==> src/rtl/mont_pkg.sv <==
// Shared definitions for the Montgomery domain conversion blocks.
// Both the into-Montgomery and out-of-Montgomery converters use these.
package mont_pkg;

   localparam int DATA_W_DEF = 32;
   localparam int LEN_W_DEF  = 8;

   typedef enum logic [1:0] {
      IDLE = 2'd0,
      LOOP = 2'd1,
      FIX  = 2'd2,
      DONE = 2'd3
   } mont_state_t;

endpackage

==> src/rtl/mont_cond_sub.sv <==
// Conditional subtract: o_y = (i_a >= i_n) ? i_a - i_n : i_a.
// Final range fix after a Montgomery reduction; reusable by other blocks.
module mont_cond_sub #(
   parameter int W = 33
) (
   input  logic [W-1:0] i_a,
   input  logic [W-1:0] i_n,
   output logic [W-1:0] o_y
);

   assign o_y = (i_a >= i_n) ? (i_a - i_n) : i_a;

endmodule

==> src/rtl/mont_to_norm.sv <==
// Converts a Montgomery-domain value back to normal form: md_out = num_in * 2^-len mod N.
// One halving step per LOOP cycle, then a single conditional subtract in FIX.
module mont_to_norm
   import mont_pkg::*;
#(
   parameter int DATA_W = DATA_W_DEF,
   parameter int LEN_W  = LEN_W_DEF
) (
   input  logic              clk,
   input  logic              rst,
   input  logic              md_start,
   input  logic [LEN_W-1:0]  len,
   input  logic [DATA_W-1:0] num_in,
   input  logic [DATA_W-1:0] modulus,
   output logic              md_end,
   output logic [DATA_W-1:0] md_out,
   output logic              busy,
   output logic              err
);

   localparam int AW = DATA_W + 1;

   mont_state_t       r_state;
   logic [AW-1:0]     r_acc;
   logic [DATA_W-1:0] r_mod;
   logic [LEN_W-1:0]  r_cnt;
   logic              r_end;
   logic              r_busy;
   logic              r_err;
   logic [DATA_W-1:0] r_out;

   logic [AW-1:0]     w_modExt;
   logic [AW-1:0]     w_half;
   logic [AW-1:0]     w_fixed;

   assign w_modExt = {1'b0, r_mod};

   // The extra accumulator bit keeps the carry of acc + N before the halving shift.
   assign w_half = (r_acc + (r_acc[0] ? w_modExt : '0)) >> 1;

   mont_cond_sub #(
      .W (AW)
   ) u_condSub (
      .i_a (r_acc),
      .i_n (w_modExt),
      .o_y (w_fixed)
   );

   always_ff @(posedge clk) begin
      if (rst) begin
         r_state <= IDLE;
         r_acc   <= '0;
         r_mod   <= '0;
         r_cnt   <= '0;
         r_end   <= 1'b0;
         r_busy  <= 1'b0;
         r_err   <= 1'b0;
         r_out   <= '0;
      end else begin
         case (r_state)
            IDLE: begin
               r_end <= 1'b0;
               // A start during the md_end cycle is still inside busy, so it is dropped.
               if (md_start && !r_busy) begin
                  r_acc  <= {1'b0, num_in};
                  r_mod  <= modulus;
                  r_cnt  <= len;
                  r_busy <= 1'b1;
                  if (!modulus[0]) begin
                     r_state <= DONE;
                  end else if (len == '0) begin
                     r_state <= FIX;
                  end else begin
                     r_state <= LOOP;
                  end
               end else begin
                  r_busy <= 1'b0;
               end
            end
            LOOP: begin
               r_acc <= w_half;
               r_cnt <= r_cnt - LEN_W'(1);
               if (r_cnt == LEN_W'(1)) begin
                  r_state <= FIX;
               end
            end
            FIX: begin
               r_acc   <= w_fixed;
               r_state <= DONE;
            end
            DONE: begin
               r_end   <= 1'b1;
               r_out   <= r_mod[0] ? r_acc[DATA_W-1:0] : '0;
               r_err   <= ~r_mod[0];
               r_state <= IDLE;
            end
            default: begin
               r_state <= IDLE;
            end
         endcase
      end
   end

   assign md_end = r_end;
   assign md_out = r_out;
   assign busy   = r_busy;
   assign err    = r_err;

endmodule

==> config.mk <==
export PLATFORM = sky130hd
export DESIGN_NAME = mont_to_norm
export DESIGN_NICKNAME = d
export VERILOG_FILES = /design/src/rtl/mont_pkg.sv /design/src/rtl/mont_cond_sub.sv /design/src/rtl/mont_to_norm.sv
export SDC_FILE = /design/constraint.sdc
export NUM_CORES = 1
export LEC_CHECK = 0
export ABC_AREA = 1
export CAP_MARGIN = 0
export CORE_MARGIN = 2
export CORE_UTILIZATION = 41
export CTS_CLUSTER_DIAMETER = 30
export CTS_CLUSTER_SIZE = 20
export DETAILED_ROUTE_END_ITERATION = 8
export HOLD_SLACK_MARGIN = 0.03
export PLACE_DENSITY_LB_ADDON = 0.1
export SYNTH_ARGS = -nofsm -noshare
export SYNTH_HDL_FRONTEND = slang
export SYNTH_SLANG_ARGS = --single-unit
==> constraint.sdc <==
create_clock -name clk -period 6 [get_ports clk]
set_clock_uncertainty 0.1 [all_clocks]
set_input_delay 0.9 -clock clk [delete_from_list [all_inputs] [get_ports clk]]
set_output_delay 0.9 -clock clk [all_outputs]
set_load 0.02 [all_outputs]
After elaboration in Yosys (flattened, before gate mapping)
Cells that the tools add are included.
Word-level totals
  memory bits (read-only): 0
  bits in writable memories: 0
  memories: 0
  input bits: 75
  output and inout bits: 35
  word-level logic and storage cells: 45
  latch bits: 0
  register bits after elaboration: 110
Cells by class
  reductions and logical operators: 11
  order comparisons: 1
  divide/modulo/power cells: 0
  equality and inequality tests: 7
  multipliers: 0
  muxes and demuxes: 14
  shifts and indexed selects: 0
  bitwise operators: 1
  add/subtract/negate cells: 3
Operators by type and width (count)
  $pmux 33 s3: 1
  $mux 33: 2
  $mux 32: 2
  $add 33x32->33: 1
  $ge 33x32->1: 1
  $sub 33x32->33: 1
  $pmux 8 s2: 1
  $eq 8x1->1 const B: 1
  $logic_not 8->1: 1
  $mux 2: 4
  $mux 8: 1
  $pmux 2 s4: 1
  $sub 8x1->8 const B: 1
  $reduce_and 2->1: 3
  $eq 2x2->1 const B: 2
  $ne 2x2->1 const B: 2
  $reduce_bool 2->1: 2
  $reduce_and 3->1: 1
  $reduce_bool 3->1: 1
  $eq 2x1->1 const B: 1
  $logic_not 2->1: 1
  $ne 2x1->1 const B: 1
  $pmux 1 s2: 1
  $logic_and 1x1->1: 1
  3 further kinds: 3

Depth between registers and ports, before layout
  depth after elaboration: 5
  gate-level depth with buffers: 19

By module
Synthesis repeated with hierarchy kept, for this count alone.
Unflattened totals
  cell total of the unflattened synthesis: 1961
  area total of the unflattened synthesis: 10998.0 sq um
By module, submodules not included
  mont_to_norm: instances 1, sequential area each 2202.1 sq um, cells an instance 1258, area an instance 7634.8 sq um
  mont_cond_sub: instances 1, sequential area each 0.0 sq um, cells an instance 703, area an instance 3363.2 sq um

Least setup slack after synthesis
Ideal clock, no wire load.
  kind: flip-flop to flip-flop
  start: reg r_acc[0]
  end: reg r_acc[12]
  stages on the path, launching flop included: 15
  clock period less this slack: 2397 ps
  arrival: 2177 ps
  setup slack: 3603 ps
  path through: dfxtp_1 -> clkbuf_1 -> nand2_1 -> inv_1 -> ha_1 -> or2_2 -> nand3_1 -> nand2_1 -> nand2_1 -> nand2_1 -> or2_2 -> nand3_1 -> nand2_1 -> mux2i_1 -> a21oi_1
Between the ends
  longest elaborated chain between the ends: 3
  elaborated cells between the ends (all ways): 8
  those cells by class: 2 x add/sub; 1 x order compare; 1 x eq/ne; 3 x mux; 1 x reduce/logical
Ends and longest elaborated chain
  start, declared: line mont_to_norm.sv:24  | logic [AW-1:0] r_acc;
  start signal, assigned: line mont_to_norm.sv:65  | r_acc <= {1'b0, num_in};
  start signal, assigned: line mont_to_norm.sv:81  | r_acc <= w_half;
  start signal, assigned: line mont_to_norm.sv:88  | r_acc <= w_fixed;
  $sub 33x32->33, or another cell as far along: line mont_cond_sub.sv:11  | assign o_y = (i_a >= i_n) ? (i_a - i_n) : i_a;
  $mux 33, or another cell as far along: line mont_cond_sub.sv:11
  $pmux 33 s3 or $reduce_and 3->1 (tied branches)
Several ways; a longest one is shown, not always the timed one. The select of a mux whose other input is x is not followed.
A chain may end at the register's enable or synchronous reset.

Worst setup path after layout
  start: reg r_acc[0]
  end: reg r_acc[28]
Same word-level chain as after synthesis.

==> summary.md <==
| Metric | Value |
|---|---|
| Share of flip-flops with an asynchronous set or reset | `0%` |
| Initial Utilization | `approximately two fifths` |
| 1st-iter DRT viols | `just over 900` |
| Synthesized area | `approximately 10000 sq um` |
| Power per Cell Area | `573 nW/um^2` |
| Status | `finished clean` |
| Port bufs | `109` |
| Die width | `160 um` |
| Synth cell count leaders | `636 x nand2_1, 327 x inv_1, 153 x a21oi_1, 129 x nor2_1, 117 x nand3_1` |
| Yosys reg bits | `between 100 and 150` |
| Clk sinks | `110` |
| Simple-Gate Fraction of Synth Area | `between 40 and 50%` |
| RSZ-0062 raised after global routing | `no` |
| Rel. slew slack | `between 10% and 20%` |
| R2R Setup Slk | `about 2.6 ns` |
| Syn nets | `roughly 1900` |
| Top cell type by total area after synthesis | `nand2_1` |
| Largest family of logic cells by synthesized area | `simple AND/OR/NAND/NOR gates` |
| Final Hold Viols | `0` |
| Clock buffer count from CTS | `9` |
| Ports | `110` |
| Rows | `57` |
| Sequential share of the synthesized area | `22.1%` |
| Post-synthesis cell type count | `42` |
| Final design utilization | `48.3%` |
| DRT Pass-1 Iters | `5` |
| CP Data Arrival Time | `approximately 3.6 ns` |
| FF-to-FF Start | `r_acc[0]` |
| Setup violations, final | `0` |
| Post-DP HPWL | `about 28000 um` |
| Post-synth top flop | `dfxtp_1` |
| Top cell type's share of synthesized area | `a little under a quarter` |
| CTS tree | `yes` |
| Post-synth EDFFs | `0` |
| CTS H-Tree Depth | `3` |
| Clock Latency Late Sink | `approximately 0.37 ns` |
| HP Class | `flop to flop` |
| Final Cycle Share | `a little under three fifths` |
| Crit path capture type | `flop` |
| Post-synthesis average cell area | `around 5.6 sq um` |
| Vias in the first global route | `10200` |
| XOR/XNOR Fraction of Synth Area | `0.263%` |
| Share of cells above drive strength 1 | `3.15%` |
| Reg clk slew, reported paths | `0.08 ns` |
| Post-CTS Setup Inserts | `0` |
| Overall die area | `25600 sq um` |
| Routability cong. | `about 0.93` |
| Max_cap viols | `0` |
| Startpoint types | `flop` |
| Final Max Tran Viols | `0` |
| Mux cell area share after synthesis | `0.100%` |
| ANT nets after route | `0` |
| Worst Setup EP | `r_acc[28]` |
| Worst Max-Slew Pin Slew | `between 1 and 1.5 ns` |
| Die Y | `roughly 160 um` |
| Largest net degree at the start of global routing | `66` |
| Drt via density | `between 5 and 6` |
| Setup CP Type | `flop to flop` |
| Area contributors post-synth | `nand2_1 24%, dfxtp_1 22%, inv_1 12%` |
| Max Root-Sink Buffers | `2` |
| Clock root buffer | `clkbuf_16` |
| Wirelength per Cell | `16.0 um` |
| N_diodes | `0` |
| CTS Hold Bufs | `0` |
| Total number of vias | `11100` |
| Leakage power | `0.00610 uW` |
| YS warnings | `0` |
| Sum Neg Setup Slack | `0 ns` |
| Resized cells post-CTS | `0` |
| Fmax | `291 MHz` |
| CP startpoint | `r_acc[0]` |
| Mapped Cells | `1789` |
| Worst Path Required | `approximately 6.1 ns` |
| Most common cell in the netlist | `nand2_1` |
| WL final | `between 30000 and 40000 um` |
| Crit path max fanout | `33` |
| R2r worst-path depth | `15` |
| First-pass GRT wire length | `~55000 um` |
| Core ar. | `24100 sq um` |
| Compound-Gate Fraction of Synth Area | `13.5%` |
| Tot GR Track Use | `~27%` |
| GRT overflow | `0` |
| Peak VDD IR | `377 uV` |
| Initial antenna violation count | `0` |
| Area share of fa/ha/maj cells after synthesis | `around 9.3%` |
| # nets final | `around 2000` |
| Reg2reg end | `r_acc[28]` |
| Area Overhead vs Synth | `16.6%` |
| Min cycle time layout | `roughly 3.4 ns` |
| # DRC | `0` |
-- placed cells by master (no fill, tap or decap), types with 12 or more instances in the layout --
cell type        instances
nand2_1                636
inv_1                  327
a21oi_1                153
nor2_1                 129
nand3_1                116
dfxtp_1                110
clkdlybuf4s50_1        108
ha_1                    71
o21ai_0                 70
or2_2                   16
nor3_1                  15
nand4_1                 13
nand3b_1                12
and2_1                  12
-- power breakdown --
part           leakage, uW  switching (uW)  total, uW  internal (uW)
Sequential        0.000901             337       1280            946
Combinational      0.00504            3170       4680           1520
Clock             0.000156             328        702            374
Total              0.00610            3830       6670           2840
-- flip-flops by register name, summed over array words and instances (netlist names) --
| name | flops |
|---|---|
| err | 1 |
| r_cnt | 8 |
| md_end | 1 |
| r_state | 2 |
| busy | 1 |
| md_out | 32 |
| r_mod | 32 |
| r_acc | 33 |
-- how the worst min path moves through the flow --
stage / from / to / depth (start not counted)
floorplan: r_mod[10] / r_mod[10] / 2
global placement: md_out[17] / md_out[17] / 2
detailed placement: md_out[15] / md_out[15] / 2
CTS: md_out[15] / md_out[15] / 2
global route: md_out[30] / md_out[30] / 2
finish: md_out[15] / md_out[15] / 2
-- cell type report --
cell class / count / area (sq um)
tap: 324 / 405
clock inverter: 7 / 106
timing repair buffer: 115 / 1130
clock buffer: 9 / 225
inverter: 331 / 1240
fill: 2712 / 12500
sequential: 110 / 2200
multi-input combinational: 1301 / 6330
-- critical path, cell delays in order (launching register included) --
cell and delay [ns]:
dfxtp_1 1.13, inv_1 0.16, ha_1 0.29, fa_1 0.36
inv_1 0.15, nand3_1 0.09, nand3_1 0.16, nand3_1 0.09
nand3_1 0.16, nand2_1 0.11, nand2_1 0.08, nand2_1 0.05
nand3_1 0.11, nand3_1 0.10, nand2_1 0.08, a21oi_1 0.06
-- layer usage --
metal	track usage, %	part of all wire (%)	vias up
met5	0	0	-
met4	6.47	1.3	0
met3	3.64	7.8	28
met2	42.0	42	323
met1	40.6	48	5040
li1	-	-	5723
-- cell families after synthesis --
group | Yosys count
multiplexers | 1
flip-flops | 110
AND/OR/NAND/NOR | 969
adder cells (fa/ha/maj) | 73
XOR/XNOR | 3
AO/OA/AOI/OAI | 255
buffers and inverters | 378
-- stage by stage --
| step | worst slack (ns) | cell area [sq um] | hold slack (ns) | power (uW) | instances |
|---|---|---|---|---|---|
| 6_report | 2.56 | 11600 | 0.365 | 6670 | 2197 |
| 5_1_grt | 2.34 | 11600 | 0.382 | 7350 | 2197 |
| 4_1_cts | 2.62 | 11600 | 0.368 | 6620 | 2197 |
| 3_5_place_dp | 2.65 | 11300 | 0.355 | 5900 | 2181 |
| 3_3_place_gp | 2.67 | 11300 | 0.353 | 5870 | 2181 |
| 2_1_floorplan | 3.60 | 9990 | 0.348 | 4630 | 1789 |
Note: power is estimated with default switching activity, not from simulation.
